--- src/rtl/pairhmm_job_dispatcher_if.sv ---
// Handshake bundle between the PairHMM job dispatcher and its environment:
// upstream jobs, per-workgroup job/result channels and the merged result stream.
interface pairhmm_job_dispatcher_if #(
  parameter int unsigned NUM_WG = 4,
  parameter int unsigned JOB_W  = 256,
  parameter int unsigned RES_W  = 64
);
  localparam int unsigned IdW = (NUM_WG > 1) ? $clog2(NUM_WG) : 1;

  logic                    job_tvalid_i;
  logic                    job_tready_o;
  logic [JOB_W-1:0]        job_tdata_i;

  logic [NUM_WG-1:0]       wg_job_tvalid_o;
  logic [NUM_WG-1:0]       wg_job_tready_i;
  logic [JOB_W-1:0]        wg_job_tdata_o;

  logic [NUM_WG-1:0]       wg_res_tvalid_i;
  logic [NUM_WG-1:0]       wg_res_tready_o;
  logic [NUM_WG*RES_W-1:0] wg_res_tdata_i;

  logic                    res_tvalid_o;
  logic                    res_tready_i;
  logic [RES_W-1:0]        res_tdata_o;
  logic [IdW-1:0]          res_wg_id_o;

  logic [15:0]             outstanding_o;
  logic                    idle_o;

  // Dispatcher side.
  modport slave (
    input  job_tvalid_i, job_tdata_i, wg_job_tready_i, wg_res_tvalid_i, wg_res_tdata_i,
           res_tready_i,
    output job_tready_o, wg_job_tvalid_o, wg_job_tdata_o, wg_res_tready_o, res_tvalid_o,
           res_tdata_o, res_wg_id_o, outstanding_o, idle_o
  );

  // Environment side: upstream producer, workgroups and result consumer.
  modport master (
    output job_tvalid_i, job_tdata_i, wg_job_tready_i, wg_res_tvalid_i, wg_res_tdata_i,
           res_tready_i,
    input  job_tready_o, wg_job_tvalid_o, wg_job_tdata_o, wg_res_tready_o, res_tvalid_o,
           res_tdata_o, res_wg_id_o, outstanding_o, idle_o
  );
endinterface

--- src/rtl/pairhmm_job_dispatcher.sv ---
// Credit-based job dispatcher for PairHMM workgroups: one-entry job buffer with
// round-robin target selection, and a one-entry round-robin merged result register.
module pairhmm_job_dispatcher #(
  parameter int unsigned NUM_WG          = 4,
  parameter int unsigned JOB_W           = 256,
  parameter int unsigned RES_W           = 64,
  parameter int unsigned MAX_OUTSTANDING = 4
) (
  input logic                     clock,
  input logic                     reset,
  pairhmm_job_dispatcher_if.slave bus
);
  localparam int unsigned IdW   = (NUM_WG > 1) ? $clog2(NUM_WG) : 1;
  localparam int unsigned CredW = 4;
  localparam logic [CredW-1:0] CredMax = CredW'(MAX_OUTSTANDING);

  typedef enum logic {StEmpty, StHold} job_state_e;

  job_state_e        job_state_q;
  logic [JOB_W-1:0]  job_data_q;
  logic [IdW-1:0]    job_target_q;
  logic [IdW-1:0]    job_ptr_q;
  logic [NUM_WG-1:0] wg_job_valid_q;

  logic              res_valid_q;
  logic [RES_W-1:0]  res_data_q;
  logic [IdW-1:0]    res_id_q;
  logic [IdW-1:0]    res_ptr_q;

  logic [CredW-1:0]  credit_q [NUM_WG];
  logic [15:0]       outstanding_q;

  // First set bit of req at or above ptr, wrapping modulo NUM_WG.
  function automatic logic [IdW-1:0] rr_pick(logic [NUM_WG-1:0] req, logic [IdW-1:0] ptr);
    logic [IdW-1:0] pick;
    logic           found;
    int unsigned    idx;
    pick  = ptr;
    found = 1'b0;
    for (int unsigned i = 0; i < NUM_WG; i++) begin
      idx = 32'(ptr) + i;
      if (idx >= NUM_WG) idx = idx - NUM_WG;
      if (!found && req[IdW'(idx)]) begin
        found = 1'b1;
        pick  = IdW'(idx);
      end
    end
    return pick;
  endfunction

  function automatic logic [IdW-1:0] wrap_inc(logic [IdW-1:0] v);
    return (32'(v) >= NUM_WG - 1) ? '0 : v + IdW'(1);
  endfunction

  function automatic logic [NUM_WG-1:0] onehot(logic [IdW-1:0] v);
    return NUM_WG'(1) << v;
  endfunction

  logic [NUM_WG-1:0] wg_free, cred_nz, cred_inc, cred_dec, res_grant;
  logic [IdW-1:0]    job_pick, res_pick;
  logic [RES_W-1:0]  res_sel;
  logic              any_free, res_any;
  logic              job_accept, job_dispatch, res_load, res_pop;
  logic              out_inc, out_dec;

  always_comb begin
    wg_free = '0;
    cred_nz = '0;
    for (int unsigned k = 0; k < NUM_WG; k++) begin
      wg_free[k] = credit_q[k] < CredMax;
      cred_nz[k] = credit_q[k] != '0;
    end
    any_free     = |wg_free;
    res_any      = |bus.wg_res_tvalid_i;
    job_pick     = rr_pick(wg_free, job_ptr_q);
    res_pick     = rr_pick(bus.wg_res_tvalid_i, res_ptr_q);
    res_sel      = bus.wg_res_tdata_i[32'(res_pick) * RES_W +: RES_W];
    job_accept   = (job_state_q == StEmpty) && any_free && bus.job_tvalid_i;
    job_dispatch = (job_state_q == StHold) && bus.wg_job_tready_i[job_target_q];
    // A reload never happens in the cycle the register drains.
    res_load     = !res_valid_q && res_any;
    res_pop      = res_valid_q && bus.res_tready_i;
    res_grant    = res_load ? onehot(res_pick) : '0;
    cred_inc     = job_dispatch ? wg_job_valid_q : '0;
    cred_dec     = res_grant;
    // Outstanding tracks the credit sum: a result against a zero credit is not counted.
    out_inc      = job_dispatch;
    out_dec      = |(cred_dec & (cred_nz | cred_inc));
  end

  always_ff @(posedge clock) begin
    if (reset) begin
      job_state_q    <= StEmpty;
      job_data_q     <= '0;
      job_target_q   <= '0;
      job_ptr_q      <= '0;
      wg_job_valid_q <= '0;
    end else begin
      unique case (job_state_q)
        StEmpty: begin
          if (job_accept) begin
            job_data_q     <= bus.job_tdata_i;
            job_target_q   <= job_pick;
            wg_job_valid_q <= onehot(job_pick);
            job_state_q    <= StHold;
          end
        end
        StHold: begin
          if (job_dispatch) begin
            job_ptr_q      <= wrap_inc(job_target_q);
            wg_job_valid_q <= '0;
            job_state_q    <= StEmpty;
          end
        end
      endcase
    end
  end

  always_ff @(posedge clock) begin
    if (reset) begin
      res_valid_q <= 1'b0;
      res_data_q  <= '0;
      res_id_q    <= '0;
      res_ptr_q   <= '0;
    end else if (res_load) begin
      res_valid_q <= 1'b1;
      res_data_q  <= res_sel;
      res_id_q    <= res_pick;
      res_ptr_q   <= wrap_inc(res_pick);
    end else if (res_pop) begin
      res_valid_q <= 1'b0;
    end
  end

  always_ff @(posedge clock) begin
    if (reset) begin
      for (int unsigned k = 0; k < NUM_WG; k++) credit_q[k] <= '0;
      outstanding_q <= '0;
    end else begin
      for (int unsigned k = 0; k < NUM_WG; k++) begin
        if (cred_inc[k] && !cred_dec[k] && credit_q[k] != '1) begin
          credit_q[k] <= credit_q[k] + CredW'(1);
        end else if (cred_dec[k] && !cred_inc[k] && cred_nz[k]) begin
          credit_q[k] <= credit_q[k] - CredW'(1);
        end
      end
      if (out_inc && !out_dec && outstanding_q != 16'hFFFF) begin
        outstanding_q <= outstanding_q + 16'd1;
      end else if (out_dec && !out_inc && outstanding_q != 16'd0) begin
        outstanding_q <= outstanding_q - 16'd1;
      end
    end
  end

  // Handshake outputs are forced low while reset is held so nothing transfers.
  assign bus.job_tready_o    = !reset && (job_state_q == StEmpty) && any_free;
  assign bus.wg_job_tvalid_o = reset ? '0 : wg_job_valid_q;
  assign bus.wg_job_tdata_o  = job_data_q;
  assign bus.wg_res_tready_o = reset ? '0 : res_grant;
  assign bus.res_tvalid_o    = !reset && res_valid_q;
  assign bus.res_tdata_o     = res_data_q;
  assign bus.res_wg_id_o     = res_id_q;
  assign bus.outstanding_o   = outstanding_q;
  assign bus.idle_o          = (job_state_q == StEmpty) && !res_valid_q && (outstanding_q == 16'd0);

endmodule

--- src/flat_wrapper.sv ---
// flat-port wrapper written by rule: the top's interface ports become plain ports
module pairhmm_job_dispatcher_flat 
#(
  parameter int unsigned NUM_WG          = 4,
  parameter int unsigned JOB_W           = 256,
  parameter int unsigned RES_W           = 64,
  parameter int unsigned MAX_OUTSTANDING = 4
)
  (clock, reset, bus_job_tvalid_i, bus_job_tdata_i, bus_wg_job_tready_i, bus_wg_res_tvalid_i, bus_wg_res_tdata_i, bus_res_tready_i, bus_job_tready_o, bus_wg_job_tvalid_o, bus_wg_job_tdata_o, bus_wg_res_tready_o, bus_res_tvalid_o, bus_res_tdata_o, bus_res_wg_id_o, bus_outstanding_o, bus_idle_o);
  pairhmm_job_dispatcher_if #(.NUM_WG(NUM_WG), .JOB_W(JOB_W), .RES_W(RES_W)) bus_i ();
  input logic clock;
  input logic reset;
  input wire logic [$bits(bus_i.job_tvalid_i)-1:0] bus_job_tvalid_i;
  input wire logic [$bits(bus_i.job_tdata_i)-1:0] bus_job_tdata_i;
  input wire logic [$bits(bus_i.wg_job_tready_i)-1:0] bus_wg_job_tready_i;
  input wire logic [$bits(bus_i.wg_res_tvalid_i)-1:0] bus_wg_res_tvalid_i;
  input wire logic [$bits(bus_i.wg_res_tdata_i)-1:0] bus_wg_res_tdata_i;
  input wire logic [$bits(bus_i.res_tready_i)-1:0] bus_res_tready_i;
  output wire logic [$bits(bus_i.job_tready_o)-1:0] bus_job_tready_o;
  output wire logic [$bits(bus_i.wg_job_tvalid_o)-1:0] bus_wg_job_tvalid_o;
  output wire logic [$bits(bus_i.wg_job_tdata_o)-1:0] bus_wg_job_tdata_o;
  output wire logic [$bits(bus_i.wg_res_tready_o)-1:0] bus_wg_res_tready_o;
  output wire logic [$bits(bus_i.res_tvalid_o)-1:0] bus_res_tvalid_o;
  output wire logic [$bits(bus_i.res_tdata_o)-1:0] bus_res_tdata_o;
  output wire logic [$bits(bus_i.res_wg_id_o)-1:0] bus_res_wg_id_o;
  output wire logic [$bits(bus_i.outstanding_o)-1:0] bus_outstanding_o;
  output wire logic [$bits(bus_i.idle_o)-1:0] bus_idle_o;
  assign bus_i.job_tvalid_i = bus_job_tvalid_i;
  assign bus_i.job_tdata_i = bus_job_tdata_i;
  assign bus_i.wg_job_tready_i = bus_wg_job_tready_i;
  assign bus_i.wg_res_tvalid_i = bus_wg_res_tvalid_i;
  assign bus_i.wg_res_tdata_i = bus_wg_res_tdata_i;
  assign bus_i.res_tready_i = bus_res_tready_i;
  assign bus_job_tready_o = bus_i.job_tready_o;
  assign bus_wg_job_tvalid_o = bus_i.wg_job_tvalid_o;
  assign bus_wg_job_tdata_o = bus_i.wg_job_tdata_o;
  assign bus_wg_res_tready_o = bus_i.wg_res_tready_o;
  assign bus_res_tvalid_o = bus_i.res_tvalid_o;
  assign bus_res_tdata_o = bus_i.res_tdata_o;
  assign bus_res_wg_id_o = bus_i.res_wg_id_o;
  assign bus_outstanding_o = bus_i.outstanding_o;
  assign bus_idle_o = bus_i.idle_o;
  pairhmm_job_dispatcher #(.NUM_WG(NUM_WG), .JOB_W(JOB_W), .RES_W(RES_W), .MAX_OUTSTANDING(MAX_OUTSTANDING)) u_core (.clock(clock), .reset(reset), .bus(bus_i));
endmodule
--- config.mk ---
export PLATFORM = sky130hd
export DESIGN_NAME = pairhmm_job_dispatcher_flat
export DESIGN_NICKNAME = d
export VERILOG_FILES = /design/src/rtl/pairhmm_job_dispatcher_if.sv /design/src/rtl/pairhmm_job_dispatcher.sv /design/src/flat_wrapper.sv
export SDC_FILE = /design/constraint.sdc
export NUM_CORES = 1
export LEC_CHECK = 0
export ABC_CLOCK_PERIOD_IN_PS = 5000
export CORE_AREA = 2 2 344 346
export CTS_CLUSTER_DIAMETER = 80
export DETAILED_ROUTE_END_ITERATION = 8
export DIE_AREA = 0 0 346 348
export PLACE_DENSITY_LB_ADDON = 0.12
export SLEW_MARGIN = 20
export SYNTH_ARGS = -nofsm -noshare
export SYNTH_HDL_FRONTEND = slang
export SYNTH_SLANG_ARGS = --single-unit
export TNS_END_PERCENT = 100
--- constraint.sdc ---
create_clock -name clock -period 5 [get_ports clock]
set_input_delay 0.5 -clock clock [delete_from_list [all_inputs] [get_ports clock]]
set_output_delay 0.5 -clock clock [all_outputs]
set_load 0.05 [all_outputs]
==> impl_metrics.env, run 1 <==
export IMPL_mostFrequentLayoutCell="clkdlybuf4s50_1"
export IMPL_hpwl_um=63800
export IMPL_cp_max_fo=6
export IMPL_fin_setup_tns_ns=0
export IMPL_cts_resized=0
export IMPL_grt_total_usage=0.132
export IMPL_fp_dieArea_sq_mm=0.120
export IMPL_cts_max_level=2
export IMPL_critPathKind="primary input to register"
export IMPL_setup_viol=0
export IMPL_vias_per_cell=3.89
export IMPL_finalPower_uw=11200
export IMPL_drt_iter0_markers=803
export IMPL_clock_sinks=366
export IMPL_dieHeight_um=348
export IMPL_worst_setup_path_end_kind="register"
export IMPL_syn_area_per_cell_sq_um=8.38
export IMPL_crit_required_ns=5.53
export IMPL_cts_setup_buffers=0
export IMPL_fin_crit_sh=0.889
export IMPL_period_minus_slack_ns=4.44
export IMPL_ys_top_cells_by_area="dfxtp_1, nand2_1, a21oi_1"
export IMPL_synthCells=1885
export IMPL_drc_errors=0
export IMPL_setup_ws_ns=0.556
export IMPL_min_delay_path_class="primary input to register"
export IMPL_drtAntennaViolNets=0
export IMPL_syn_cell_area_sq_mm=0.0158
export IMPL_synth_edff_count=16
export IMPL_slew_headroom=0.314
export IMPL_synthFlopType="dfxtp_1"
export IMPL_die_x_um=346
export IMPL_synth_top_cell_by_area="dfxtp_1"
export IMPL_grt_ovfl_total=0
export IMPL_grt_pass1_vias=17191
export IMPL_ys_types=67
export IMPL_final_hold_violation_count=0
export IMPL_initial_utilization=0.135
export IMPL_gp_congestion=0.834
export IMPL_cp_arrival_ns=4.98
export IMPL_dp_slack_ns=-0.0186
export IMPL_area_delta_synth_final_pct=77.4
export IMPL_antenna_found_initial=18
export IMPL_yosysSeqAreaShare=0.474
export IMPL_tritoncts="built"
export IMPL_num_rows=126
export IMPL_fmaxAchievable_mhz=225
export IMPL_power_density_mw_per_mm2=399
export IMPL_dr_pass1_iters=5
export IMPL_cts_hold_buf=0
export IMPL_core_sq_mm=0.117
export IMPL_syn_nets=2438
export IMPL_postLayoutCoreUtil=0.239
export IMPL_drt_total_wl_um=83400
export IMPL_async_flop_share=0
export IMPL_clock_path_buffers=3
export IMPL_final_cell_mix="clkdlybuf4s50_1, nand2_1, a21oi_1"
export IMPL_cp_top_family="simple AND/OR/NAND/NOR gates"
export IMPL_grt_max_degree=167
export IMPL_pin_count=873
export IMPL_slew_violations=0
export IMPL_fin_skew_ns=0.0210
export IMPL_holdWs_ns=0.298
export IMPL_maxCapViolCount=0
export IMPL_crit_top_cell="a21oi_1"
export IMPL_irDropWorstVdd_uv=256
export IMPL_ys_ff_latch=366
export IMPL_crit_buf_inv=4
export IMPL_leakagePower_uw=0.0100
export IMPL_nFillCells=12748
export IMPL_detail_route_wl_per_cell_um=19.4
export IMPL_crit_slowest_cell="or4bb_1"
export IMPL_yosysWarnings=0
export IMPL_io_buffers=872
export IMPL_rsz0062_at_grt="no"
export IMPL_vias=16716
export IMPL_cts_root_buf="clkbuf_16"
export IMPL_grt_pass1_wl_um=120000
export IMPL_startpoint_type="primary input"
export IMPL_path_cells="clkdlybuf4s50_1, nor3b_1, a2111oi_0, buf_4, or2_2, inv_2, ha_1, or3b_2, a31o_2, o311a_1, nand2_2, inv_2, fa_1, nor2b_1, o31ai_1, a21oi_1, a21oi_1, or4bb_1, a32o_1, a21oi_1"
export IMPL_synth_top_area_frac=0.444
export IMPL_clk_latency_ns=0.61
export IMPL_slowest_delay_ns=0.53
export IMPL_numCtsBuffers=53
export IMPL_drive_above_1_share=0.0761
export IMPL_nets=3273
export IMPL_tightest_slew_ns=1.03
export IMPL_clk_pin_slew_ns=0.05
export IMPL_run_status="complete, no violations"
-- final timing paths --
| kind | to | slack [ns] | cells after the start | from |
|---|---|---|---|---|
| setup / recovery | u_core.bus.outstanding_o[10] | 0.56 | 20 | bus_wg_res_tvalid_i[1] |
| hold / removal | u_core.job_ptr_q[0] | 0.30 | 2 | reset |
| setup reg to reg | u_core.bus.outstanding_o[10] | 0.57 | 19 | u_core.res_ptr_q[1] |
| hold reg to reg | u_core.bus.wg_job_tdata_o[2] | 0.45 | 2 | u_core.bus.wg_job_tdata_o[2] |
-- kinds of logic (layout without fill, tap and decap cells) --
family / Yosys count / count (layout) / share of synthesized area
xor gates and xnor gates: 16 / 16 / 0.00888
muxes: 67 / 67 / 0.0940
other: 0 / 8 / 0
and+or+nand+nor: 820 / 820 / 0.212
AOI/OAI and AO/OA: 431 / 431 / 0.147
DFF: 366 / 366 / 0.474
buffers and inverters: 156 / 1029 / 0.0393
adders and majority gates: 29 / 29 / 0.0249
-- Yosys cell counts (5+ instances only) --
library cell  number
and2_1             8
inv_1             18
buf_2             10
nand3_1           29
nand4_1            9
a21o_1             6
nand2_1          671
o21ai_1            9
nand2b_1           6
nor4_1             6
or3_1              5
nor3_1            17
a21oi_1          368
edfxtp_1          16
mux4_2            65
ha_1              25
nor2b_1            9
dfxtp_1          350
nor2_1            34
clkbuf_1         116
or2_2              6
o21ai_0           12
xnor2_1           12
-- power breakdown --
group	leakage, uW	switching, uW	internal [uW]
clock	0.000794	1460	2110
combinational	0.00621	2420	1690
sequential	0.00304	243	3250
-- routing by layer --
metal / part of all wire / global-route usage / wire length (um)
met1: 0.38 / 0.144 / 31700
met2: 0.51 / 0.240 / 42900
met3: 0.082 / 0.0480 / 6870
met4: 0.022 / 0.0377 / 1830
met5: 0.0012 / 0 / 102
-- sequential cells by signal (all words and copies together), names as in the netlist --
register	cells
u_core.bus.wg_job_tdata_o	256
u_core.bus.res_tdata_o	64
u_core.bus.outstanding_o	16
u_core.credit_q	16
u_core.wg_job_valid_q	4
u_core.bus.res_wg_id_o	2
u_core.job_ptr_q	2
u_core.job_target_q	2
u_core.res_ptr_q	2
u_core.job_state_q	1
u_core.res_valid_q	1
-- area by class of cell --
| cell class | count | area [sq um] | area share |
|---|---|---|---|
| Multi-Input combinational cell | 1363 | 7700 | 0.275 |
| Tap cell | 1536 | 1920 | 0.0686 |
| Inverter | 21 | 78.8 | 0.00281 |
| Sequential cell | 366 | 7490 | 0.267 |
| Clock buffer | 80 | 1540 | 0.0550 |
| Antenna cell | 8 | 20.0 | 0.000715 |
| Clock inverter | 13 | 85.1 | 0.00304 |
| Timing Repair Buffer | 915 | 9170 | 0.328 |
-- metrics by stage --
step,cells,cell area (sq um)
4_1_cts,4294,28000
6_report,4302,28000
5_1_grt,4296,28000
2_1_floorplan,1885,15800
3_3_place_gp,4201,26400
3_5_place_dp,4201,26400
Note: power is estimated with default switching activity, not from simulation.
==> run 2, diff against run 1 <==
- CAP_MARGIN: default -> 30
- CTS_CLUSTER_SIZE: default -> 14
==> impl_metrics.env, run 2 (synthesized netlist as in run 1, its figures left out) <==
export IMPL_placed_cells=4201
export IMPL_hpwl_um=63800
export IMPL_grt_ovfl_total=0
export IMPL_tightest_slew_ns=0.970
export IMPL_worstRegToRegCells=19
export IMPL_clock_path_buffers=3
export IMPL_r2r_slack_ns=0.60
export IMPL_multiInputGateArea_sq_mm=0.00770
export IMPL_final_hold_violation_count=0
export IMPL_drtAntennaViolNets=0
export IMPL_cp_arrival_ns=4.96
export IMPL_power_density_mw_per_mm2=393
export IMPL_irDropWorstVdd_uv=202
export IMPL_startpoint_type="primary input"
export IMPL_regArea_sq_mm=0.00749
export IMPL_fp_dieArea_sq_mm=0.120
export IMPL_drc_errors=0
export IMPL_pin_count=873
export IMPL_crit_slowest_cell="or4bb_1"
export IMPL_die_x_um=346
export IMPL_leakagePower_uw=0.00994
export IMPL_detail_route_wl_per_cell_um=19.4
export IMPL_tritoncts="built"
export IMPL_power_switching_uw=4140
export IMPL_largest_reg_flops=256
export IMPL_cts_root_buf="clkbuf_16"
export IMPL_clock_sinks=366
export IMPL_critPathKind="primary input to register"
export IMPL_fmaxAchievable_mhz=225
export IMPL_dr_pass1_iters=5
export IMPL_area_delta_synth_final_pct=76.3
export IMPL_antenna_found_initial=19
export IMPL_drt_iter0_markers=776
export IMPL_slew_violations=0
export IMPL_cts_max_level=2
export IMPL_p_clk_frac=0.304
export IMPL_crit_top_cell="a21oi_1"
export IMPL_clk_pin_slew_ns=0.07
export IMPL_grt_pass1_vias=17037
export IMPL_fin_skew_ns=0.0245
export IMPL_run_status="complete, no violations"
export IMPL_numCtsBuffers=42
export IMPL_seqPwrFrac=0.319
export IMPL_nets=3263
export IMPL_cts_hold_buf=0
export IMPL_dieHeight_um=348
export IMPL_io_buffers=872
export IMPL_worst_path_stages=20
export IMPL_mostFrequentLayoutCell="clkdlybuf4s50_1"
export IMPL_grt_total_usage=0.132
export IMPL_cp_top_family="simple AND/OR/NAND/NOR gates"
export IMPL_fin_setup_tns_ns=0
export IMPL_nFillCells=12762
export IMPL_num_rows=126
export IMPL_drive_above_1_share=0.0734
export IMPL_maxCapViolCount=0
export IMPL_swShare=0.379
export IMPL_vias_per_cell=3.90
export IMPL_fin_crit_sh=0.889
export IMPL_cts_setup_buffers=0
export IMPL_initial_utilization=0.135
export IMPL_gp_congestion=0.834
export IMPL_worst_setup_path_end_kind="register"
export IMPL_setup_viol=0
export IMPL_drt_total_wl_um=83300
export IMPL_final_cells=4281
export IMPL_min_path_cells=2
export IMPL_rsz0062_at_grt="no"
export IMPL_postLayoutCoreUtil=0.238
export IMPL_crit_buf_inv=4
export IMPL_path_cells="clkdlybuf4s50_1, nor3b_1, a2111oi_0, buf_4, or2_2, inv_2, ha_1, or3b_2, a31o_2, o311a_1, nand2_2, inv_2, fa_1, nor2b_1, o31ai_1, a21oi_1, a21oi_1, or4bb_1, a32o_1, a21oi_1"
export IMPL_p_comb_frac=0.377
export IMPL_cp_max_fo=6
export IMPL_clk_latency_ns=0.60
export IMPL_vias=16676
export IMPL_slew_headroom=0.353
export IMPL_min_delay_path_class="primary input to register"
export IMPL_internal_power_uw=6790
export IMPL_grt_pass1_wl_um=119000
export IMPL_cts_resized=0
export IMPL_slowest_delay_ns=0.51
export IMPL_grt_max_degree=167
export IMPL_crit_required_ns=5.51
export IMPL_final_cell_mix="clkdlybuf4s50_1, nand2_1, a21oi_1"
export IMPL_period_minus_slack_ns=4.44
export IMPL_core_sq_mm=0.117
-- run 2: cell types whose count changed in the layout (fill, tap and decap cells not counted), sizes merged --
cell	previous run	this run
buf	47	48
bufinv	0	3
clkbuf	80	52
clkinv	11	7
clkinvlp	2	3
inv	21	27
-- run 2: worst paths after layout --
path | start | end
min reg2reg | u_core.bus.wg_job_tdata_o[2] | u_core.bus.wg_job_tdata_o[2]
min | reset | u_core.job_ptr_q[0]
max reg2reg | u_core.res_ptr_q[1] | u_core.bus.outstanding_o[10]
max | bus_wg_res_tvalid_i[1] | u_core.bus.outstanding_o[10]
-- run 2: cell type report --
class,instances,area share
clock buffers,52,0.0418
inverters,21,0.00283
diodes,8,0.000719
well taps,1536,0.0691
flip-flops and latches,366,0.269
repair buffers,916,0.331
multi-input cells,1363,0.277
clock inverters,19,0.00922
-- run 2: power groups by stage --
stage / logic (uW) / registers (uW) / clock network (uW)
final: 4120 / 3490 / 3320
after global routing: 4410 / 3540 / 3590
after floorplan: 1620 / 4460 / 0
after CTS: 4170 / 3500 / 3490
after detailed placement: 4150 / 3560 / 0
after global placement: 4150 / 3550 / 0
-- run 2: through the flow --
step	total power [uW]	hold WS, ns	setup WS [ns]	instance area [sq um]
detailed placement	7710	0.445	-0.0186	26400
CTS	11200	0.277	0.598	27800
floorplan	6070	0.457	0.138	15800
global placement	7700	0.441	0.0708	26400
finish	10900	0.313	0.557	27800
global route	11500	0.305	0.166	27800
-- run 2: metal layers --
| metal | GRT usage | routed length (um) |
|---|---|---|
| met5 | 0 | 113 |
| met3 | 0.0505 | 6920 |
| met2 | 0.240 | 42800 |
| met1 | 0.144 | 31800 |
| met4 | 0.0332 | 1680 |
